**config.mk**
```make
export PLATFORM = sky130hd
export DESIGN_NAME = cnt_phase_sequencer
export DESIGN_NICKNAME = d
export VERILOG_FILES = /design/src/rtl/cnt_phase_sequencer.sv
export SDC_FILE = /design/constraint.sdc
export NUM_CORES = 1
export LEC_CHECK = 0
export CAP_MARGIN = 30
export CORE_MARGIN = 2
export CORE_UTILIZATION = 51
export DETAILED_ROUTE_END_ITERATION = 8
export PLACE_DENSITY = 0.75
export SLEW_MARGIN = 10
export SYNTH_ARGS = -nofsm -noshare
export SYNTH_HDL_FRONTEND = slang
export SYNTH_SLANG_ARGS = --single-unit
```
**constraint.sdc**
```tcl
create_clock -name clk -period 2.72 [get_ports clk]
set_clock_uncertainty 0.05 [all_clocks]
set_input_delay 0.544 -clock clk [delete_from_list [all_inputs] [get_ports clk]]
set_output_delay 0.544 -clock clk [all_outputs]
set_load 0.1 [all_outputs]
```
**src/rtl/cnt_phase_sequencer.sv**
```systemverilog
// Phase-table driven counter sequencer: runs a shared counter through
// up to NPH WRAP/BOUNCE phases at a prescaled tick rate.
module cnt_phase_sequencer #(
   parameter int W   = 3,
   parameter int NPH = 4,
   parameter int PW  = 2,
   parameter int RW  = 4,
   parameter int DW  = 4
) (
   input  logic          clk,
   input  logic          rst,
   input  logic          cfg_we,
   input  logic [PW-1:0] cfg_addr,
   input  logic          cfg_mode,
   input  logic [W-1:0]  cfg_limit,
   input  logic [RW-1:0] cfg_reps,
   input  logic [PW-1:0] nph,
   input  logic [DW-1:0] div,
   input  logic          start,
   input  logic          stop,
   output logic [W-1:0]  cnt,
   output logic [PW-1:0] phase,
   output logic          busy,
   output logic          done
);

   typedef enum logic [1:0] {
      S_IDLE = 2'd0,
      S_RUN  = 2'd1,
      S_DONE = 2'd2
   } state_t;

   localparam logic DIR_UP = 1'b0;
   localparam logic DIR_DN = 1'b1;

   state_t        r_state;
   logic [W-1:0]  r_cnt;
   logic [PW-1:0] r_phase;
   logic [DW-1:0] r_pre;
   logic [RW-1:0] r_rep;
   logic          r_dir;
   logic [PW-1:0] r_nph;
   logic [DW-1:0] r_div;

   logic          r_mode  [NPH];
   logic [W-1:0]  r_limit [NPH];
   logic [RW-1:0] r_reps  [NPH];

   state_t        w_state;
   logic [W-1:0]  w_cnt;
   logic [PW-1:0] w_phase;
   logic [DW-1:0] w_pre;
   logic [RW-1:0] w_rep;
   logic          w_dir;
   logic [PW-1:0] w_nph;
   logic [DW-1:0] w_div;
   logic          w_rep_done;
   logic          w_mode;
   logic [W-1:0]  w_lim;
   logic [RW-1:0] w_reps;
   logic          w_cfg_wr;

   assign w_mode   = r_mode[r_phase];
   assign w_lim    = r_limit[r_phase];
   assign w_reps   = r_reps[r_phase];
   assign w_cfg_wr = (r_state == S_IDLE) && cfg_we;

   always_comb begin
      w_state    = r_state;
      w_cnt      = r_cnt;
      w_phase    = r_phase;
      w_pre      = r_pre;
      w_rep      = r_rep;
      w_dir      = r_dir;
      w_nph      = r_nph;
      w_div      = r_div;
      w_rep_done = 1'b0;
      unique case (r_state)
         S_IDLE: begin
            if (start && !stop) begin
               w_state = S_RUN;
               w_nph   = nph;
               w_div   = div;
               w_cnt   = '0;
               w_phase = '0;
               w_rep   = '0;
               w_pre   = '0;
               w_dir   = DIR_UP;
            end
         end
         S_RUN: begin
            if (stop) begin
               w_state = S_IDLE;
               w_cnt   = '0;
               w_phase = '0;
            end else if (r_pre == r_div) begin
               w_pre = '0;
               if (!w_mode) begin
                  if (r_cnt == w_lim) begin
                     w_cnt      = '0;
                     w_rep_done = 1'b1;
                  end else begin
                     w_cnt = r_cnt + 1'b1;
                  end
               end else if (r_dir == DIR_UP) begin
                  if (r_cnt < w_lim) begin
                     w_cnt = r_cnt + 1'b1;
                  end else if (w_lim >= W'(2)) begin
                     w_cnt = r_cnt - 1'b1;
                     w_dir = DIR_DN;
                  end else begin
                     w_cnt      = '0;
                     w_rep_done = 1'b1;
                  end
               end else begin
                  w_cnt = r_cnt - 1'b1;
                  if (r_cnt == W'(1)) begin
                     w_dir      = DIR_UP;
                     w_rep_done = 1'b1;
                  end
               end
               // last rep of a phase either advances or ends the run
               if (w_rep_done) begin
                  if (r_rep == w_reps) begin
                     w_rep = '0;
                     w_dir = DIR_UP;
                     if (r_phase == r_nph) begin
                        w_state = S_DONE;
                     end else begin
                        w_phase = r_phase + 1'b1;
                     end
                  end else begin
                     w_rep = r_rep + 1'b1;
                  end
               end
            end else begin
               w_pre = r_pre + 1'b1;
            end
         end
         S_DONE: begin
            w_state = S_IDLE;
            w_cnt   = '0;
         end
         default: begin
            w_state = S_IDLE;
         end
      endcase
   end

   always_ff @(posedge clk) begin
      if (rst) begin
         r_state <= S_IDLE;
         r_cnt   <= '0;
         r_phase <= '0;
         r_pre   <= '0;
         r_rep   <= '0;
         r_dir   <= DIR_UP;
         r_nph   <= '0;
         r_div   <= '0;
      end else begin
         r_state <= w_state;
         r_cnt   <= w_cnt;
         r_phase <= w_phase;
         r_pre   <= w_pre;
         r_rep   <= w_rep;
         r_dir   <= w_dir;
         r_nph   <= w_nph;
         r_div   <= w_div;
      end
   end

   always_ff @(posedge clk) begin
      if (rst) begin
         for (int i = 0; i < NPH; i++) begin
            r_mode[i]  <= 1'b0;
            r_limit[i] <= '0;
            r_reps[i]  <= '0;
         end
      end else if (w_cfg_wr) begin
         r_mode[cfg_addr]  <= cfg_mode;
         r_limit[cfg_addr] <= cfg_limit;
         r_reps[cfg_addr]  <= cfg_reps;
      end
   end

   assign cnt   = r_cnt;
   assign phase = r_phase;
   assign busy  = (r_state == S_RUN);
   assign done  = (r_state == S_DONE);

endmodule

```
==> out/metrics.yaml <==
route:
  drtPass1Iterations: 4
  antenna_left: 0
  viasPerCell: 5.49
  drt_wl_total_um: 5810
  drc_errors: 0
  drt-wirelength-per-cell_um: 16.1
  dr.first_iter.drc_count: 96
  num_vias: 1987
placed_design:
  io_buffers: 27
  place_area_um2: 3330
  routabilityCongestion: 0.770
  hpwlAfterDp_um: 4150
job:
  drv_cap: 0
sta:
  slew_viol_final: 0
  slew_headroom_pct: 56.0
  setup_viol: 0
  finalHoldViolations: 0
  fin_crit_sh_pct: 96.3
  fin_crit_ps: 2620
  tightest_slew_ps: 653
  rsz0062_at_grt: "false"
  finalSetupTns_ps: 0
  hold_slack_ps: 481
  fmaxAchievable_mhz: 382
worst_setup_path:
  cp.arrival_ps: 2770
  startpoint_type: "register"
  critPathBufInv: 1
  crit_path_cell_trace: "mux4_2, inv_1, ha_1, and3b_1, o21a_1, a21oi_4, a21oi_2, nand2b_1, a31oi_1"
  crit_fanout: 5
  critPathKind: "reg2reg"
  path_delay_family: "compound AO/OA/AOI/OAI gates"
  worst-path-stages: 9
  endpoint_kind: "register"
  max_stage_delay_ps: 510
  reg2reg_depth: 9
  required_ps: 2870
  cpMaxStageDelayCell: "mux4_2"
floorplan:
  initial_core_util_pct: 52.7
  num_rows: 27
  die_h_um: 79.4
  die_width_um: 79.4
  pin_count: 28
  core_um2: 5510
  die-area_um2: 6310
grt:
  grt_pass1_vias: 1988
  grt_antenna_before_repair: 0
  grt_pass1_wl_um: 9470
  grt_max_degree: 17
  overflow: 0
  grt_usage_pct: 19.7
clock_network:
  clock_latency_ps: 310
  numCtsBuffers: 5
  cts_tree: "done"
  cts.sinks: 56
  root_buffer: "clkbuf_8"
  cts_max_level: 2
  hold_buffers: 0
  clk_path_buf_depth: 2
  cts.reportedPaths.clkPinSlew_ps: 100
synth:
  async_flop_share_pct: 0
  syn-num-nets: 274
  synthCells: 245
  synth_cell_types: 54
  syn_area_per_cell_um2: 11.8
  synth_top_flop_cell: "edfxtp_1"
  synth_area_um2: 2900
  synth_edf_count: 32
  synth_seq_cells: 56
  yosysWarningCount: 0
  seq_area_frac_synth_pct: 49.7
min_path:
  hold_class: "reg2reg"
  holdPathStages: 2
power_and_ir_drop:
  p_leak_uw: 0.00130
  peakVddDrop_mv: 0.368
  p_per_area_nw_per_um2: 499
cells_and_area:
  num_antenna_cells: 0
  area_growth_pct: 19.5
  drive_gt1_share_pct: 17.9
  fin_area_um2: 3460
  nets: 318
outcome:
  outcome: "finished clean"
[cell usage after synthesis (all sizes together), types with 2 or more instances]
cell type | instances | share of area (%)
a211oi | 2 | 0.52
a21o | 2 | 0.52
a21oi | 7 | 1.5
a31oi | 5 | 1.6
and2 | 32 | 6.9
buf | 4 | 1.1
dfxtp | 24 | 17
edfxtp | 32 | 33
ha | 8 | 3.5
inv | 12 | 1.6
mux2i | 8 | 2.8
mux4 | 8 | 6.9
nand2 | 9 | 1.2
nand2b | 4 | 0.86
nand3 | 5 | 1.3
nand3b | 4 | 1.0
nand4 | 3 | 0.65
nor2 | 18 | 2.3
nor3 | 6 | 1.4
nor4 | 2 | 0.43
nor4b | 2 | 0.60
o211ai | 2 | 0.52
o21ai | 5 | 1.3
o31ai | 4 | 1.0
or2 | 4 | 0.86
or2b | 2 | 0.56
or3b | 2 | 0.60
xnor2 | 11 | 3.3
xor2 | 2 | 0.60
[cell families after synthesis]
logic type / count (synthesis) / share of synthesized area, %
AO/OA/AOI/OAI: 34 / 9.62
XOR/XNOR: 13 / 3.93
adder cells (fa/ha/maj): 8 / 3.45
buffers and inverters: 18 / 3.06
flip-flops: 56 / 49.7
multiplexers: 16 / 9.62
AND/OR/NAND/NOR: 100 / 20.6
[per-stage QoR]
| step | power (uW) | std cells | util [%] | setup WS (ps) |
|---|---|---|---|---|
| global placement | 1200 | 353 | 60.4 | 120 |
| global route | 1800 | 362 | 62.9 | 5.56 |
| floorplan | 1110 | 245 | - | 44.4 |
| CTS | 1730 | 361 | 62.4 | 74.6 |
| finish | 1730 | 362 | 62.9 | 99.9 |
| detailed placement | 1200 | 353 | 60.4 | 39.3 |
[state kept, by name, summed over array words and instances, names as in the netlist, named ones only]
name	flops
r_reps	16
r_limit	12
r_div	4
r_mode	4
r_pre	4
r_rep	4
cnt	3
phase	2
r_nph	2
r_state	2
r_dir	1
[area by class of cell]
cell class / count / area [um^2]
Timing Repair Buffer: 43 / 385
Fill cell: 452 / 2040
Clock inverter: 3 / 37.5
Tap cell: 72 / 90.1
Clock buffer: 5 / 68.8
Multi-Input combinational cell: 171 / 1390
Sequential cell: 56 / 1450
Inverter: 12 / 45.0
[cell usage in the layout, fill, tap and decap left out, drive strengths merged, types with 5 or more instances in the layout]
| cell type | Yosys | final |
|---|---|---|
| clkbuf | 1 | 5 |
| dfxtp | 24 | 24 |
| o21ai | 5 | 5 |
| ha | 8 | 8 |
| nor2 | 18 | 18 |
| nand3 | 5 | 5 |
| edfxtp | 32 | 32 |
| buf | 4 | 23 |
| a31oi | 5 | 5 |
| mux4 | 8 | 8 |
| nor3 | 6 | 6 |
| a21oi | 7 | 7 |
| inv | 12 | 12 |
| xnor2 | 11 | 11 |
| nand2 | 9 | 9 |
| and2 | 32 | 32 |
| clkdlybuf4s50 | 0 | 20 |
| mux2i | 8 | 8 |
[routing by layer]
layer  vias up  track usage [%]  wire (um)
met1       962             24.7       2640
met5         -                0          0
met4         0             6.38         68
met2        28             34.7       2970
li1        990                -          -
met3         7             3.51        124
[final timing paths]
check	startpoint	endpoint	slack [ps]
min reg2reg	r_nph[1]	r_nph[1]	480
min	r_nph[1]	r_nph[1]	480
max reg2reg	register	register	100
max	register	register	100
[timing repair]
| item | in CTS | in global routing |
|---|---|---|
| setup endpoints to repair | 1 | 8 |
| gates resized for setup | 1 | 4 |
| gates cloned | 0 | 0 |
| setup buffers | 0 | 1 |
| pin swaps | 0 | 1 |
[worst reg2reg max path: stages (launching register included)]
cell and delay (ps):
dfxtp_4 390, mux4_2 510, inv_1 70, ha_1 230
and3b_1 210, o21a_1 230, a21oi_4 210, a21oi_2 120
nand2b_1 200, a31oi_1 280
[power by group]
| group | internal [uW] | switching, uW |
|---|---|---|
| sequential | 932 | 18.4 |
| clock | 269 | 268 |
| combinational | 111 | 129 |
| total | 1310 | 416 |
Note: power is estimated with default switching activity, not from simulation.
